**config.mk**
```make
export PLATFORM = sky130hd
export DESIGN_NAME = br_pred_ctrl
export DESIGN_NICKNAME = d
export VERILOG_FILES = /design/src/rtl/br_pkg.sv /design/src/rtl/br_sat_cnt2.sv /design/src/rtl/br_pred_ctrl.sv
export SDC_FILE = /design/constraint.sdc
export NUM_CORES = 2
export LEC_CHECK = 0
export CAP_MARGIN = 20
export CELL_PAD_IN_SITES_DETAIL_PLACEMENT = 0
export CELL_PAD_IN_SITES_GLOBAL_PLACEMENT = 1
export CORE_MARGIN = 2
export CORE_UTILIZATION = 43
export DETAILED_ROUTE_END_ITERATION = 12
export GPL_TIMING_DRIVEN = 0
export PLACE_DENSITY = 0.76
export SYNTH_ARGS = -nofsm -noshare
export SYNTH_HDL_FRONTEND = slang
export SYNTH_SLANG_ARGS = --single-unit
```
**constraint.sdc**
```tcl
create_clock -name i_clk -period 7.8 [get_ports i_clk]
set_input_delay 0.78 -clock i_clk [delete_from_list [all_inputs] [get_ports i_clk]]
set_output_delay 0.78 -clock i_clk [all_outputs]
set_load 0.05 [all_outputs]
```
**src/rtl/br_pkg.sv**
```systemverilog
// Shared types for the branch predictor: BHT counter encoding, controller
// states and the BTB entry layout.
package br_pkg;

    typedef logic [1:0] bht_cnt_t;

    localparam bht_cnt_t STRONG_NT = 2'd0;
    localparam bht_cnt_t WEAK_NT   = 2'd1;
    localparam bht_cnt_t WEAK_T    = 2'd2;
    localparam bht_cnt_t STRONG_T  = 2'd3;

    typedef enum logic {
        RUN  = 1'b0,
        HOLD = 1'b1
    } br_state_e;

    // Tag is held as pc >> (BTB_IDX_W+2), zero-extended to fit any legal index width.
    localparam int BTB_TAG_W = 30;

    typedef struct packed {
        logic                 valid;
        logic [BTB_TAG_W-1:0] tag;
        logic [31:0]          target;
    } btb_entry_t;

endpackage

```
**src/rtl/br_sat_cnt2.sv**
```systemverilog
// Next value of a 2-bit saturating branch counter.
module br_sat_cnt2
    import br_pkg::*;
(
    input  bht_cnt_t cnt_i,
    input  logic     inc_i,
    output bht_cnt_t cnt_o
);

    always_comb begin
        cnt_o = cnt_i;
        if (inc_i) begin
            if (cnt_i != STRONG_T) cnt_o = cnt_i + 2'd1;
        end else begin
            if (cnt_i != STRONG_NT) cnt_o = cnt_i - 2'd1;
        end
    end

endmodule

```
**src/rtl/br_pred_ctrl.sv**
```systemverilog
// Bimodal BHT + direct-mapped BTB predictor with EX-stage redirect/flush control.
// Optional BR_PRED_STATS_EN adds resolved-control and mispredict counters.
module br_pred_ctrl
    import br_pkg::*;
#(
    parameter int BHT_IDX_W = 6,
    parameter int BTB_IDX_W = 4
) (
    input  logic        i_clk,
    input  logic        i_reset,
    input  logic [31:0] i_if_pc,
    output logic        o_pred_taken,
    output logic [31:0] o_pred_target,
    input  logic        i_ex_valid,
    input  logic        i_ex_is_ctrl,
    input  logic [31:0] i_ex_pc,
    input  logic        i_ex_taken,
    input  logic [31:0] i_ex_target,
    input  logic        i_ex_pred_taken,
    input  logic [31:0] i_ex_pred_target,
    input  logic        i_fe_stall,
`ifdef BR_PRED_STATS_EN
    output logic [31:0] o_stat_ctrl,
    output logic [31:0] o_stat_mp,
`endif
    output logic        o_redirect,
    output logic [31:0] o_redirect_pc,
    output logic        o_flush,
    output logic        o_busy
);

    localparam int BHT_N = 1 << BHT_IDX_W;
    localparam int BTB_N = 1 << BTB_IDX_W;

    bht_cnt_t   bht_q [BHT_N];
    btb_entry_t btb_q [BTB_N];

    br_state_e   state_q;
    logic [31:0] redirect_pc_q;

    function automatic logic [BTB_TAG_W-1:0] tag_of(input logic [31:0] pc);
        logic [31:0] sh;
        sh = pc >> (BTB_IDX_W + 2);
        return sh[BTB_TAG_W-1:0];
    endfunction

    // IF lookup reads the arrays directly, so a same-cycle EX update is not visible.
    logic [BHT_IDX_W-1:0] if_bht_idx;
    logic [BTB_IDX_W-1:0] if_btb_idx;
    btb_entry_t           if_btb;
    logic                 if_btb_hit;

    assign if_bht_idx    = i_if_pc[BHT_IDX_W+1:2];
    assign if_btb_idx    = i_if_pc[BTB_IDX_W+1:2];
    assign if_btb        = btb_q[if_btb_idx];
    assign if_btb_hit    = if_btb.valid && (if_btb.tag == tag_of(i_if_pc));
    assign o_pred_taken  = bht_q[if_bht_idx][1] & if_btb_hit;
    assign o_pred_target = o_pred_taken ? if_btb.target : i_if_pc + 32'd4;

    logic                 in_run;
    logic                 ex_live;
    logic                 mp;
    logic                 upd;
    logic [31:0]          correct_pc;
    logic [BHT_IDX_W-1:0] ex_bht_idx;
    logic [BTB_IDX_W-1:0] ex_btb_idx;
    bht_cnt_t             bht_nxt;

    assign in_run     = (state_q == RUN);
    assign ex_live    = i_ex_valid & i_ex_is_ctrl;
    assign mp         = ex_live & ((i_ex_taken != i_ex_pred_taken) |
                                   (i_ex_taken & (i_ex_target != i_ex_pred_target)));
    assign upd        = in_run & ex_live;
    assign correct_pc = i_ex_taken ? i_ex_target : i_ex_pc + 32'd4;
    assign ex_bht_idx = i_ex_pc[BHT_IDX_W+1:2];
    assign ex_btb_idx = i_ex_pc[BTB_IDX_W+1:2];

    br_sat_cnt2 u_bht_upd (
        .cnt_i (bht_q[ex_bht_idx]),
        .inc_i (i_ex_taken),
        .cnt_o (bht_nxt)
    );

    // In RUN the redirect is zero-latency; in HOLD the latched PC is replayed once the front end frees up.
    assign o_flush       = in_run & mp;
    assign o_redirect    = in_run ? (mp & ~i_fe_stall) : ~i_fe_stall;
    assign o_redirect_pc = (in_run & mp) ? correct_pc : redirect_pc_q;
    assign o_busy        = ~in_run;

    always_ff @(posedge i_clk or negedge i_reset) begin
        if (!i_reset) begin
            state_q       <= RUN;
            redirect_pc_q <= 32'd0;
        end else if (state_q == RUN) begin
            if (mp && i_fe_stall) begin
                redirect_pc_q <= correct_pc;
                state_q       <= HOLD;
            end
        end else if (!i_fe_stall) begin
            state_q <= RUN;
        end
    end

    always_ff @(posedge i_clk or negedge i_reset) begin
        if (!i_reset) begin
            for (int i = 0; i < BHT_N; i++) bht_q[i] <= WEAK_NT;
            for (int i = 0; i < BTB_N; i++) btb_q[i] <= '0;
        end else if (upd) begin
            bht_q[ex_bht_idx] <= bht_nxt;
            if (i_ex_taken) begin
                btb_q[ex_btb_idx] <= '{valid: 1'b1, tag: tag_of(i_ex_pc), target: i_ex_target};
            end
        end
    end

`ifdef BR_PRED_STATS_EN
    logic [31:0] stat_ctrl_q;
    logic [31:0] stat_mp_q;

    always_ff @(posedge i_clk or negedge i_reset) begin
        if (!i_reset) begin
            stat_ctrl_q <= 32'd0;
            stat_mp_q   <= 32'd0;
        end else if (in_run) begin
            if (ex_live) stat_ctrl_q <= stat_ctrl_q + 32'd1;
            if (mp)      stat_mp_q   <= stat_mp_q + 32'd1;
        end
    end

    assign o_stat_ctrl = stat_ctrl_q;
    assign o_stat_mp   = stat_mp_q;
`endif

endmodule

```
==> flow_summary.toml <==
[synth]
netlist_instances = 3649
postSynthRegisterBits = 1105
synth_area_per_cell_sq_um = 14.6
yosysUniqueCellTypes = 68
dominantRegCellSynth = "dfrtp_1"
syn_std_cell_area_sq_um = 53400
synth.most_common_cell = "mux2_2"
yosys_warnings = 0
synth.top_cells.by_area = "dfrtp_1, mux2_2, mux4_2"
synthDominantCellAreaShare_pct = 48.8
synth_top_cell_by_area = "dfrtp_1"
seq_area_frac_synth_pct = 52.0
post_synth_edffs = 0
async_reset_ff_share_pct = 100
postSynthNetCount = 3789
yosys-top-cells-count = "mux2_2, dfrtp_1, mux4_2"

[timing]
setup_total_negative_slack_ns = 0
final_period_minus_worst_setup_slack_ns = 7.67
finalHoldWorstSlack_ns = 0.468
rsz0062_at_grt = "no"
report.final.setup_viol = 0
max_slew.worst_pin.slew_ns = 1.23
maxSlewHeadroom_pct = 18.0
max_freq_mhz = 130
finalMaxSlewViolations = 0
worst_case_setup_margin_in_the_final_layout_ns = 0.131
hold_fails_final_rpt = 0
share_of_the_clock_period_used_by_the_worst_path_after_layout_pct = 98.3
clock-skew-final_ns = 0.0237

[setup_path]
critical-path-max-stage-delay_ns = 0.79
crit_path_top_delay_cell = "buf_1"
crit_buf_inv = 9
worst-endpoint-arrival_ns = 6.89
largest_fanout_on_the_critical_path = 10
cp_cell_sequence = "clkdlybuf4s50_1 > buf_4 > buf_4 > buf_4 > buf_2 > buf_2 > buf_1 > buf_1 > mux4_2 > mux4_2 > mux2_4 > clkdlybuf4s50_1"
worst_setup_path_start_kind = "primary input"
worst_path_most_repeated_cell = "buf_4"
timing_worst_setup_path_type = "in2out"
worst-endpoint-required_ns = 7.02
timing.critical_path.to_type = "output pin"
crit_family = "buffers and inverters"

[global_route]
globalRoute.totalOverflow = 0
antenna_found_initial = 12
grt_max_degree = 178
globalRouteTotalUtil_pct = 27.8
global_route_wire_length_before_repair_mm = 253
first_global_vias = 34800

[floorplanning]
fp.dieArea_sq_um = 127000
chipWidth_um = 356
rows = 129
coreArea_sq_um = 123000
die_h_um = 356
pin_count = 203
initial_utilization_pct = 43.2

[place]
count_of_input_and_output_buffers = 143
place.detailed.hpwl_mm = 125
pre_cts_slack_ns = 0.204
gp_routability_congestion = 0.927

[power_and_ir_drop]
power_density_nw_per_um2 = 242
p_total_w = 0.0148
cellLeakagePower_nw = 27.7
max-vdd-ir-drop_v = 0.000196

[cts]
clk_root_buffer_cell = "clkbuf_16"
cts_buffers = 116
cts_tree = "built"
cts_resized = 0
insertion_delay_ns = 0.73
cts-htree-levels = 3
clock-sinks = 1105
clock_tree.buffer_depth = 3
path_clk_slew_ns = 0.06
cts_post_setup_buffers_inserted = 0

[layout]
syn2layout_area_growth_pct = 14.7
fillerInstances = 10700
fin_nets = 4075
drive_above_1_share_pct = 43.1
ff_latch_area_sq_um = 27700
multiInputGateArea_sq_um = 24100
final_core_util_pct = 49.6

[routing]
ant_nets = 0
detail_route.vias_per_cell = 6.06
violation_count_after_the_first_detailed_routing_iteration = 3365
detail_route.wirelength_mm = 176
drt-wirelength-per-cell_um = 31.1
route.detailed.drc = 0
drt-pass1-iter-count = 5
num_vias = 34400

[run]
max-cap-violations = 0

[min_path]
worstHoldPathType = "reg2reg"

[status]
outcome = "finished clean"
==> placed cells by master, fill, tap and decap left out, types with 7 or more instances in the layout <==
master           Yosys  layout
a21oi_1              9       9
a221oi_1             8       8
a22o_1               7       7
a22oi_1             59      59
a31oi_1              7       7
and2_1              11      11
and3_1              16      16
buf_1              125     125
buf_16               0       9
buf_2               18      18
buf_4               10      11
buf_6                9      10
buf_8                3      17
bufinv_16            0       8
clkbuf_1           199     231
clkbuf_16            0     119
clkbuf_8             0      23
clkdlybuf4s50_1      0     142
clkinv_2             0      22
dfrtp_1           1041    1041
dfstp_2             64      64
inv_1               18      18
mux2_2            1112    1112
mux2_4              29      29
mux2i_1             65      65
mux4_2             276     276
nand2_1            120     120
nand2b_1            19      19
nand3_1             34      34
nand4_1             22      22
nor2_1              85      85
nor3_1              10       9
nor4_1              13      11
o21ai_0             58      58
o22ai_1              7       7
xnor2_1             51      51
xor2_1              59      59
==> state kept, by name, indices dropped and copies added, names as in the netlist <==
register       count
o_busy             1
bht_q            128
redirect_pc_q     32
btb_q            944
==> worst reg2reg max path, delay by kind of cell (launching register included) <==
kind	cells	cell delay (ns)
buffers and inverters	2	1.36
AND/OR/NAND/NOR	3	1.28
multiplexers	1	0.45
flip-flops	1	0.39
==> report_power, final <==
part	leakage (nW)	switching (W)	internal (W)	total [W]
clock	1.90	0.00240	0.00327	0.00567
sequential	14.6	0.000333	0.00645	0.00678
combinational	11.3	0.00120	0.00115	0.00235
total	27.7	0.00393	0.0109	0.0148
==> cell type report <==
class                   instances  share of cell area (%)
plain buffers                 364                    2.50
repair buffers                168                    3.12
well taps                    1637                    3.35
multi-input cells            2161                    39.3
flip-flops and latches       1105                    45.3
diodes                          5                  0.0204
inverters                      19                   0.117
clock buffers                 174                    5.58
clock inverters                38                   0.705
==> final timing paths <==
check	from	to	slack [ns]	cells after the start
min in group asynchronous	i_reset	bht_q[31]$_DFFE_PN0P_	0.60	2
max in group asynchronous	i_reset	btb_q[334]$_DFFE_PN0P_	4.48	6
worst max register to register	o_busy$_DFF_PN0_	redirect_pc_q[7]$_DFFE_PN0P_	4.21	6
worst max-delay path	i_if_pc[3]	o_pred_target[11]	0.13	12
worst min register to register	btb_q[503]$_DFFE_PN0P_	btb_q[503]$_DFFE_PN0P_	0.47	1
worst min-delay path	btb_q[503]$_DFFE_PN0P_	btb_q[503]$_DFFE_PN0P_	0.47	1
==> layer usage <==
layer | global-route usage, % | up-vias | share of wire (%)
met3 | 5.70 | 293 | 8.0
met1 | 40.3 | 18600 | 44
met5 | 0 | - | 0.0074
li1 | - | 14100 | -
met4 | 9.64 | 2 | 3.6
met2 | 41.7 | 1416 | 45
==> per-stage QoR <==
stage	area, sq um	cells
after floorplan	53400	3649
after global placement	56800	5429
after detailed placement	57200	5444
after CTS	61100	5657
after global routing	61200	5670
final	61200	5671
==> what timing repair did <==
| action | CTS | global route |
|---|---|---|
| endpoints found under the hold margin | 41 | 0 |
| endpoints found under the setup margin | 0 | 0 |
| hold buffers | 1 | 0 |
==> logic make-up after synthesis <==
kind of cell    Yosys count  share of synthesized area [%]
xor+xnor                110                           1.81
compound gates          193                           2.48
flops                  1105                           52.0
buf+inv                 383                           3.00
simple gates            368                           3.39
fa+ha+maj                 7                          0.155
mux                    1483                           37.2
Power figures use the tool's default switching activity.
